--- config.mk ---
export PLATFORM = sky130hd
export DESIGN_NAME = cpu_bus_arbiter_flat
export DESIGN_NICKNAME = d
export VERILOG_FILES = /design/src/rtl/cpu_bus_arbiter_if.sv /design/src/rtl/cpu_bus_arbiter.sv /design/src/flat_wrapper.sv
export SDC_FILE = /design/constraint.sdc
export NUM_CORES = 1
export LEC_CHECK = 0
export CAP_MARGIN = 10
export CORE_UTILIZATION = 41
export DETAILED_ROUTE_END_ITERATION = 6
export PLACE_DENSITY_LB_ADDON = 0.15
export SYNTH_ARGS = -nofsm -noshare
export SYNTH_HDL_FRONTEND = slang
export SYNTH_SLANG_ARGS = --single-unit
--- constraint.sdc ---
create_clock -name clk -period 3 [get_ports clk]
set_input_delay 0.75 -clock clk [delete_from_list [all_inputs] [get_ports clk]]
set_output_delay 0.75 -clock clk [all_outputs]
set_load 0.005 [all_outputs]
--- src/rtl/cpu_bus_arbiter_if.sv ---
// Signal bundle for cpu_bus_arbiter: per-master request/response lanes plus the single slave
// channel. The arbiter binds modport master (it masters the slave bus); the environment binds slave.
interface cpu_bus_arbiter_if #(
  parameter int unsigned NUM_MASTERS = 2,
  parameter int unsigned DATA_WIDTH  = 32,
  parameter int unsigned ADDR_WIDTH  = 32
);

  logic [NUM_MASTERS-1:0]            m_req;
  logic [NUM_MASTERS-1:0]            m_we;
  logic [NUM_MASTERS*ADDR_WIDTH-1:0] m_addr;
  logic [NUM_MASTERS*DATA_WIDTH-1:0] m_wdata;
  logic [DATA_WIDTH-1:0]             m_rdata;
  logic [NUM_MASTERS-1:0]            m_ack;
  logic [NUM_MASTERS-1:0]            m_err;

  logic                              s_valid;
  logic                              s_we;
  logic [ADDR_WIDTH-1:0]             s_addr;
  logic [DATA_WIDTH-1:0]             s_wdata;
  logic [DATA_WIDTH-1:0]             s_rdata;
  logic                              s_ready;

  modport master (
    input  m_req,
    input  m_we,
    input  m_addr,
    input  m_wdata,
    output m_rdata,
    output m_ack,
    output m_err,
    output s_valid,
    output s_we,
    output s_addr,
    output s_wdata,
    input  s_rdata,
    input  s_ready
  );

  modport slave (
    output m_req,
    output m_we,
    output m_addr,
    output m_wdata,
    input  m_rdata,
    input  m_ack,
    input  m_err,
    input  s_valid,
    input  s_we,
    input  s_addr,
    input  s_wdata,
    output s_rdata,
    output s_ready
  );

endinterface

--- src/rtl/cpu_bus_arbiter.sv ---
// Round-robin arbiter letting NUM_MASTERS masters share one valid/ready slave bus, one transaction
// in flight. Defining ARB_TIMEOUT_EN adds a slave-wait limit that completes the access with m_err.
module cpu_bus_arbiter #(
  parameter int unsigned NUM_MASTERS    = 2,
  parameter int unsigned DATA_WIDTH     = 32,
  parameter int unsigned ADDR_WIDTH     = 32,
  parameter int unsigned TIMEOUT_CYCLES = 255
) (
  input  logic              clk,
  input  logic              reset,
  cpu_bus_arbiter_if.master bus_io
);

  localparam int unsigned    IdxW    = $clog2(NUM_MASTERS);
  localparam logic [IdxW-1:0] LastIdx = IdxW'(NUM_MASTERS - 1);

  localparam logic [1:0] StIdle = 2'd0;
  localparam logic [1:0] StBusy = 2'd1;
  localparam logic [1:0] StResp = 2'd2;

  if (NUM_MASTERS < 2) begin : g_bad_masters
    $error("cpu_bus_arbiter: NUM_MASTERS must be at least 2");
  end
  if (TIMEOUT_CYCLES == 0) begin : g_bad_timeout
    $error("cpu_bus_arbiter: TIMEOUT_CYCLES must be at least 1");
  end

  logic [1:0]             state_q, state_d;
  // Also names the owner of the transaction in flight while BUSY/RESP.
  logic [IdxW-1:0]        last_grant_q, last_grant_d;
  logic                   s_valid_q, s_valid_d;
  logic                   s_we_q, s_we_d;
  logic [ADDR_WIDTH-1:0]  s_addr_q, s_addr_d;
  logic [DATA_WIDTH-1:0]  s_wdata_q, s_wdata_d;
  logic [DATA_WIDTH-1:0]  m_rdata_q, m_rdata_d;
  logic [NUM_MASTERS-1:0] m_ack_q, m_ack_d;

`ifdef ARB_TIMEOUT_EN
  localparam int unsigned CntW = $clog2(TIMEOUT_CYCLES + 1);

  logic [NUM_MASTERS-1:0] m_err_q, m_err_d;
  logic [CntW-1:0]        cnt_q, cnt_d;
`endif

  logic [ADDR_WIDTH-1:0] addr_arr  [NUM_MASTERS];
  logic [DATA_WIDTH-1:0] wdata_arr [NUM_MASTERS];

  for (genvar i = 0; i < NUM_MASTERS; i++) begin : g_unpack
    assign addr_arr[i]  = bus_io.m_addr[i*ADDR_WIDTH +: ADDR_WIDTH];
    assign wdata_arr[i] = bus_io.m_wdata[i*DATA_WIDTH +: DATA_WIDTH];
  end

  // Search starts one past the last grant so the previous winner has lowest priority.
  logic            req_found;
  logic [IdxW-1:0] req_idx;
  logic [IdxW-1:0] cand_idx;
  int unsigned     cand;

  always_comb begin
    req_found = 1'b0;
    req_idx   = '0;
    cand      = 0;
    cand_idx  = '0;
    for (int unsigned k = 1; k <= NUM_MASTERS; k++) begin
      cand     = (32'(last_grant_q) + k) % NUM_MASTERS;
      cand_idx = IdxW'(cand);
      if (!req_found && bus_io.m_req[cand_idx]) begin
        req_found = 1'b1;
        req_idx   = cand_idx;
      end
    end
  end

  always_comb begin
    state_d      = state_q;
    last_grant_d = last_grant_q;
    s_valid_d    = s_valid_q;
    s_we_d       = s_we_q;
    s_addr_d     = s_addr_q;
    s_wdata_d    = s_wdata_q;
    m_rdata_d    = m_rdata_q;
    m_ack_d      = '0;
`ifdef ARB_TIMEOUT_EN
    m_err_d      = '0;
    cnt_d        = cnt_q;
`endif

    case (state_q)
      StIdle: begin
        if (req_found) begin
          last_grant_d = req_idx;
          s_valid_d    = 1'b1;
          s_we_d       = bus_io.m_we[req_idx];
          s_addr_d     = addr_arr[req_idx];
          s_wdata_d    = wdata_arr[req_idx];
          state_d      = StBusy;
`ifdef ARB_TIMEOUT_EN
          cnt_d        = '0;
`endif
        end
      end

      StBusy: begin
        if (bus_io.s_ready) begin
          s_valid_d             = 1'b0;
          m_rdata_d             = bus_io.s_rdata;
          m_ack_d[last_grant_q] = 1'b1;
          state_d               = StResp;
        end
`ifdef ARB_TIMEOUT_EN
        else if (cnt_q == CntW'(TIMEOUT_CYCLES)) begin
          s_valid_d             = 1'b0;
          m_rdata_d             = '0;
          m_ack_d[last_grant_q] = 1'b1;
          m_err_d[last_grant_q] = 1'b1;
          state_d               = StResp;
        end else begin
          cnt_d = cnt_q + CntW'(1);
        end
`endif
      end

      // Ack/err are asserted for this single cycle; requests are not looked at here.
      StResp: begin
        state_d = StIdle;
      end

      default: begin
        state_d   = StIdle;
        s_valid_d = 1'b0;
      end
    endcase
  end

  always_ff @(posedge clk) begin
    if (reset) begin
      state_q      <= StIdle;
      last_grant_q <= LastIdx;
      s_valid_q    <= 1'b0;
      s_we_q       <= 1'b0;
      s_addr_q     <= '0;
      s_wdata_q    <= '0;
      m_rdata_q    <= '0;
      m_ack_q      <= '0;
`ifdef ARB_TIMEOUT_EN
      m_err_q      <= '0;
      cnt_q        <= '0;
`endif
    end else begin
      state_q      <= state_d;
      last_grant_q <= last_grant_d;
      s_valid_q    <= s_valid_d;
      s_we_q       <= s_we_d;
      s_addr_q     <= s_addr_d;
      s_wdata_q    <= s_wdata_d;
      m_rdata_q    <= m_rdata_d;
      m_ack_q      <= m_ack_d;
`ifdef ARB_TIMEOUT_EN
      m_err_q      <= m_err_d;
      cnt_q        <= cnt_d;
`endif
    end
  end

  assign bus_io.s_valid = s_valid_q;
  assign bus_io.s_we    = s_we_q;
  assign bus_io.s_addr  = s_addr_q;
  assign bus_io.s_wdata = s_wdata_q;
  assign bus_io.m_rdata = m_rdata_q;
  assign bus_io.m_ack   = m_ack_q;
`ifdef ARB_TIMEOUT_EN
  assign bus_io.m_err   = m_err_q;
`else
  assign bus_io.m_err   = '0;
`endif

`ifndef SYNTHESIS
  a_ack_onehot : assert property (@(posedge clk) disable iff (reset) $onehot0(m_ack_q));

  a_slave_hold : assert property (@(posedge clk) disable iff (reset)
    s_valid_q && !bus_io.s_ready |=> $stable({s_we_q, s_addr_q, s_wdata_q}));

`ifdef ARB_TIMEOUT_EN
  a_err_with_ack : assert property (@(posedge clk) disable iff (reset)
    (m_err_q & ~m_ack_q) == '0);
`endif
`endif

endmodule

--- src/flat_wrapper.sv ---
// flat-port wrapper written by rule: the top's interface ports become plain ports
module cpu_bus_arbiter_flat 
#(
  parameter int unsigned NUM_MASTERS    = 2,
  parameter int unsigned DATA_WIDTH     = 32,
  parameter int unsigned ADDR_WIDTH     = 32,
  parameter int unsigned TIMEOUT_CYCLES = 255
)
  (clk, reset, bus_io_m_req, bus_io_m_we, bus_io_m_addr, bus_io_m_wdata, bus_io_m_rdata, bus_io_m_ack, bus_io_m_err, bus_io_s_valid, bus_io_s_we, bus_io_s_addr, bus_io_s_wdata, bus_io_s_rdata, bus_io_s_ready);
  cpu_bus_arbiter_if #(.NUM_MASTERS(NUM_MASTERS), .DATA_WIDTH(DATA_WIDTH), .ADDR_WIDTH(ADDR_WIDTH)) bus_io_i ();
  input  logic clk;
  input  logic reset;
  input wire logic [$bits(bus_io_i.m_req)-1:0] bus_io_m_req;
  input wire logic [$bits(bus_io_i.m_we)-1:0] bus_io_m_we;
  input wire logic [$bits(bus_io_i.m_addr)-1:0] bus_io_m_addr;
  input wire logic [$bits(bus_io_i.m_wdata)-1:0] bus_io_m_wdata;
  output wire logic [$bits(bus_io_i.m_rdata)-1:0] bus_io_m_rdata;
  output wire logic [$bits(bus_io_i.m_ack)-1:0] bus_io_m_ack;
  output wire logic [$bits(bus_io_i.m_err)-1:0] bus_io_m_err;
  output wire logic [$bits(bus_io_i.s_valid)-1:0] bus_io_s_valid;
  output wire logic [$bits(bus_io_i.s_we)-1:0] bus_io_s_we;
  output wire logic [$bits(bus_io_i.s_addr)-1:0] bus_io_s_addr;
  output wire logic [$bits(bus_io_i.s_wdata)-1:0] bus_io_s_wdata;
  input wire logic [$bits(bus_io_i.s_rdata)-1:0] bus_io_s_rdata;
  input wire logic [$bits(bus_io_i.s_ready)-1:0] bus_io_s_ready;
  assign bus_io_i.m_req = bus_io_m_req;
  assign bus_io_i.m_we = bus_io_m_we;
  assign bus_io_i.m_addr = bus_io_m_addr;
  assign bus_io_i.m_wdata = bus_io_m_wdata;
  assign bus_io_m_rdata = bus_io_i.m_rdata;
  assign bus_io_m_ack = bus_io_i.m_ack;
  assign bus_io_m_err = bus_io_i.m_err;
  assign bus_io_s_valid = bus_io_i.s_valid;
  assign bus_io_s_we = bus_io_i.s_we;
  assign bus_io_s_addr = bus_io_i.s_addr;
  assign bus_io_s_wdata = bus_io_i.s_wdata;
  assign bus_io_i.s_rdata = bus_io_s_rdata;
  assign bus_io_i.s_ready = bus_io_s_ready;
  cpu_bus_arbiter #(.NUM_MASTERS(NUM_MASTERS), .DATA_WIDTH(DATA_WIDTH), .ADDR_WIDTH(ADDR_WIDTH), .TIMEOUT_CYCLES(TIMEOUT_CYCLES)) u_core (.clk(clk), .reset(reset), .bus_io(bus_io_i));
endmodule
Word-level counts from Yosys, hierarchy flattened
Index checks and enable logic that the tools add are counted.
{"block": "totals", "input_bits": 167, "reg_bits": 103, "out_inout_bits": 102}
{"block": "op_classes", "reduce_logical": 9, "eq_ne": 4, "mux": 24, "order_cmp": 6, "n_addsub": 2, "bitwise_logic": 4}
{"op": "2-to-1 mux 32 bit", "count": 6}
{"op": "2-to-1 mux 1 bit", "count": 13}
{"op": "< comparator 1 x 2 -> 1 bit (second input constant)", "count": 4}
{"op": "AND reduction 2 bit", "count": 3}
{"op": "2-to-1 mux 2 bit", "count": 2}
{"op": "case mux 2 bit (2 select lines)", "count": 1}
{"op": "NOT 1 bit", "count": 3}
{"op": "case mux 1 bit (3 select lines)", "count": 1}
{"op": "AND reduction 3 bit", "count": 1}
{"op": "OR reduction 3 bit", "count": 1}
{"op": "adder 1 bit (second input constant)", "count": 2}
{"op": "== test 2 x 1 -> 1 bit (second input constant)", "count": 1}
{"op": "== test 2 bit (second input constant)", "count": 1}
{"op": "greater-or-equal comparator 2 bit (second input constant)", "count": 1}
{"op": "logical AND 1 bit", "count": 2}
{"op": "zero test 2 bit", "count": 1}
{"op": "inequality test 2 x 1 -> 1 bit (second input constant)", "count": 1}
{"op": "inequality test 2 bit (second input constant)", "count": 1}
{"op": "NOT 1 -> 2 bit", "count": 1}
{"op": "demux 1 bit (select 1 bit)", "count": 1}
{"op": "greater-or-equal comparator 1 bit (second input constant)", "count": 1}
{"op": "zero test 1 bit", "count": 1}

Longest topological paths before layout
{"block": "depth", "depth_word": 11, "depth_mapped": 6, "ltp_nobuf": 3}

Worst setup path after synthesis
OpenSTA, ideal clock, no wires.
{"block": "synth_timing", "path_kind": "input -> register", "from": "input port bus_io_m_req[0]", "to": "register u_core.last_grant_q", "n_path_buf": 2, "path_stages": 5, "t_arrival_ns": 1.662, "setup_slack_ns": 1.218, "setup_time_ns": 0.120, "cell_sequence": "or2_1 > buf_2 > buf_2 > and3_1 > a211o_1"}
{"block": "synth_via", "elab_chain_len": 7}
{"element": "from (decl)", "line": "flat_wrapper.sv:13", "source": "input wire logic [$bits(bus_io_i.m_req)-1:0] bus_io_m_req;"}
{"element": "2-to-1 mux 1 bit (implied by the code) (2 in series)", "line": "cpu_bus_arbiter.sv:67", "source": "if (!req_found && bus_io.m_req[cand_idx]) begin"}
{"element": "2-to-1 mux 1 bit", "line": "cpu_bus_arbiter.sv:67"}
{"element": "zero test 1 bit", "line": "cpu_bus_arbiter.sv:67"}
{"element": "logical AND 1 bit", "line": "cpu_bus_arbiter.sv:67"}
{"element": "2-to-1 mux 1 bit", "line": "cpu_bus_arbiter.sv:67"}
{"element": "AND reduction 2 bit (no source line)"}
{"element": "to (signal assigned)", "line": "cpu_bus_arbiter.sv:138", "source": "last_grant_q <= LastIdx;"}
{"element": "to (signal assigned)", "line": "cpu_bus_arbiter.sv:151", "source": "last_grant_q <= last_grant_d;"}
{"element": "to (decl)", "line": "cpu_bus_arbiter.sv:30", "source": "logic [IdxW-1:0] last_grant_q, last_grant_d;"}
Several ways; a longest one is shown, not always the timed one. The select of a mux whose other input is x is not followed.
A chain may end at the register's enable or synchronous reset.

Worst setup path in the final report
{"block": "layout_timing", "from": "input port bus_io_m_req[0]", "to": "register u_core.s_wdata_q[5] (netlist: u_core.bus_io.s_wdata[5])"}
{"block": "layout_via", "elab_chain_len": 10}
{"element": "2-to-1 mux 1 bit (implied by the code) (2 in series)", "line": "cpu_bus_arbiter.sv:67"}
{"element": "2-to-1 mux 1 bit", "line": "cpu_bus_arbiter.sv:67"}
{"element": "zero test 1 bit", "line": "cpu_bus_arbiter.sv:67"}
{"element": "logical AND 1 bit", "line": "cpu_bus_arbiter.sv:67"}
{"element": "2-to-1 mux 1 bit", "line": "cpu_bus_arbiter.sv:67"}
{"element": "NOT 1 -> 2 bit (implied by the code)", "line": "cpu_bus_arbiter.sv:95", "source": "s_wdata_d = wdata_arr[req_idx];"}
{"element": "2-to-1 mux 32 bit (implied by the code) (3 in series)", "line": "cpu_bus_arbiter.sv:95"}
{"element": "to (signal assigned)", "line": "cpu_bus_arbiter.sv:155", "source": "s_wdata_q <= s_wdata_d;"}
{"element": "to (decl)", "line": "cpu_bus_arbiter.sv:34", "source": "logic [DATA_WIDTH-1:0] s_wdata_q, s_wdata_d;"}
Several ways; a longest one is shown, not always the timed one. The select of a mux whose other input is x is not followed.

==> results by group <==
Finish
  • Layout cells sized above 1: between 10% and 20%
  • Nets: about 930
  • Layout Area Growth over Synthesis: 64.31%
  • Antenna cells: 0
  • Footprint of the multi-input gates: around 2200 µm²
  • Layout Cells excl Fill: approximately 910
  • Fillers: a little under 900
  • Register area: about 2100 µm²
  • Design Area, Final: 7500 µm²

Logic synthesis
  • Main combinational cell family by area after synthesis: compound AO/OA/AOI/OAI gates
  • Mux share of post-synthesis cell area: 0%
  • Number of distinct library cells after synthesis: 23
  • Synth Area in XOR/XNOR: 0%
  • Compound-Gate Fraction of Synth Area: a little under a third
  • #FFs+latches synth: 103
  • Synth warn: 0
  • Cells after synthesis: approximately 540
  • Post-Syn Area: between 4000 and 5000 µm²
  • Avg Cell Area, Syn: 8.532 µm²
  • Post-synthesis adder-cell area fraction: 0%
  • Synth Area in Simple Gates: between 10% and 20%
  • Seq/Total Area, Yosys: a little under half

Floorplanning
  • Core footprint: roughly 11000 µm²
  • I/O pin count: 269
  • Die H: ~110 µm
  • Initial Util: between 40% and 50%
  • Row Count: 38
  • Die Footprint: 11560 µm²
  • Die extent in x: between 100 and 150 µm

Clock network
  • Clk slew on worst S/H paths: 0.09 ns
  • TritonCTS buffer count: 9
  • CTS max path bufs: 2
  • Hold_buf cts: 0
  • TritonCTS clock tree: yes
  • Htree depth: 3
  • CTS-repair resized insts: 0
  • Postcts setup bufs: 0
  • Clk root buf: clkbuf_8
  • Clock sink count: around 100
  • Worst skew pair latency: 0.36 ns

STA
  • RSZ-0062 raised after global routing: no
  • Worst setup margin: between 0.6 and 0.7 ns
  • Setup tns final: 0 ns
  • Tcrit/Tclk final: around 79%
  • Max-slew headroom: approximately a third
  • Setup violators final: 0
  • Minimum clock period: approximately 2.4 ns
  • Worst-Margin Slew: around 1 ns
  • Fmax: 420.7 MHz
  • Slew Viols, Final: 0
  • Setup Skew: just over 0.01 ns
  • Final Hold Viols: 0

Global routing
  • Total gr overflow: 0
  • Largest net degree at the start of global routing: approximately 70
  • Initial antenna violation count: 0
  • Total track usage: between 20% and 30%
  • First-pass GRT wire length: 22.24 mm
  • Vias in the first global route: ~4600

Routing
  • Routed met3 length: between 1 and 1.5 mm
  • Wl on met1: roughly 5.6 mm
  • DRT Pass-1 Iters: 4
  • Routed length on met2: between 7 and 8 mm
  • Vias after detailed routing: between 4000 and 5000
  • Via/cell ratio: ~5.3
  • Routed Antenna Nets: 0
  • Top routing layer in use: met4
  • DRC: 0
  • Routed WL: 14.63 mm
  • WL per Instance: 16.09 µm
  • Drt first-iter violations: ~360

Hold path
  • Worst min-delay path class: reg2reg
  • WHS Path Cells: 2

Pwr
  • Power Total: 3.529 mW
  • Switch Pwr: roughly 0.96 mW
  • Clock power frac: between 20% and 30%
  • PD cells: around 470 nW/µm²
  • VDD IR max: 0.2412 mV
  • Comb pwr share: about 29%
  • Internal cell power: roughly 2.6 mW
  • Switching Fraction: a little over a quarter
  • P_leak: 2.700 nW
  • Sequential Power Share: around 44%

Placement
  • Post-DP Area: 7289 µm²
  • Placer Congestion: ~0.74
  • IO buf count: approximately 270
  • Placed cell count: approximately 900
  • DP Wirelength: 10.20 mm
  • Dpl ws: between 0.2 and 0.25 ns

Worst setup path
  • Worst Path Arrival: roughly 2.6 ns
  • CP Launch Type: primary input
  • Worst-path cell chain: clkdlybuf4s50_1, or2_2, and2_4, a311oi_2
  • CP max-delay cell: and2_4
  • Crit Path Max Fanout: 65
  • CP bufs+invs: 1
  • Critical Path RT: roughly 3.2 ns
  • Levels on crit path: 4
  • Largest stage delay on the critical path: slightly above 0.8 ns
  • Reg2Reg Depth: 3
  • Crit path kind: in2reg
  • Crit-path leading delay family: simple AND/OR/NAND/NOR gates
  • CP Capture Type: flip-flop

Run status
  • Outcome: finished clean

Job
  • Max-cap violation count: 0
==> kinds of logic (layout without fill, tap and decap cells) <==
logic type | count (synthesis) | after routing
AND/OR/NAND/NOR | 208 | 208
other | 1 | 2
AO/OA/AOI/OAI | 167 | 167
flip-flops | 103 | 103
buffers and inverters | 56 | 289
==> flip-flops by register name (all words and copies together) (netlist names) <==
| name | count |
|---|---|
| u_core.last_grant_q | 1 |
| u_core.bus_io.m_rdata | 32 |
| u_core.bus_io.s_valid | 1 |
| u_core.bus_io.s_wdata | 32 |
| u_core.bus_io.s_addr | 32 |
| u_core.state_q | 2 |
| u_core.bus_io.m_ack | 2 |
| u_core.bus_io.s_we | 1 |
==> synth_stat cells, drive strengths merged <==
cell      n  area share [%]
nor3      2            0.22
a211o     1            0.19
clkbuf   32             2.6
buf      24             3.6
nand3b    1            0.16
conb      1           0.082
and2      2            0.33
a21boi    1            0.16
nor2      3            0.30
dfxtp   103              45
and3      1            0.14
and3b     1            0.19
or2       1            0.14
a21bo     1            0.22
a311oi   65              19
nand2   196              16
a21oi    99              11
nor2b     1            0.14
==> layout by cell type, fill, tap and decap left out, drive strengths merged <==
master / n
or2: 1
clkbuf: 11
nor2: 3
bufinv: 2
buf: 10
nand2: 196
clkinv: 1
nor2b: 1
conb: 2
clkdlybuf4s50: 265
and3b: 1
a211o: 1
dfxtp: 103
and3: 1
a21bo: 1
a21oi: 99
nand3b: 1
nor3: 2
a311oi: 65
a21boi: 1
and2: 2
==> path summary, 6_finish.rpt <==
kind              slack [ns]                       from                        end
hold reg to reg         0.46  u_core.bus_io.m_rdata[13]  u_core.bus_io.m_rdata[13]
setup / recovery        0.62            bus_io_m_req[0]   u_core.bus_io.s_wdata[5]
hold / removal          0.46  u_core.bus_io.m_rdata[13]  u_core.bus_io.m_rdata[13]
setup reg to reg        1.26          u_core.state_q[0]   u_core.bus_io.s_wdata[5]
==> worst register-to-register path: stages, from the launching register on <==
cell      delay (ns)
dfxtp_1         0.37
nor2_4          0.12
and2_4          0.83
a311oi_2        0.26
==> layout make-up <==
cell class                 count  share of cell area [%]
sequential                   103                   27.49
clock inverter                 3                  0.9176
tap                          140                   2.336
clock buffer                  11                   1.885
multi-input combinational    377                   29.83
timing repair buffer         275                   37.54
==> power by group through the flow <==
stage | Combinational, mW | Sequential [mW] | Clock, mW
after detailed placement | 1.02 | 1.60 | 0
after global routing | 1.09 | 1.58 | 1.02
final | 1.01 | 1.57 | 0.948
after global placement | 0.993 | 1.60 | 0
after CTS | 1.02 | 1.57 | 0.964
after floorplan | 0.449 | 1.60 | 0
==> routing by layer <==
metal  GRT usage, %  up-vias
li1               -     2323
met1          27.92     2220
met2          41.12      216
met3          6.901       44
met4          14.09        0
met5              0        -
==> through the flow <==
step                hold slack, ns  util (%)
floorplan                   0.4527         -
global placement            0.4415     67.24
detailed placement          0.4464     67.24
CTS                         0.4591     69.18
global route                0.4719     69.18
finish                      0.4556     69.18
Note: power is estimated with default switching activity, not from simulation.
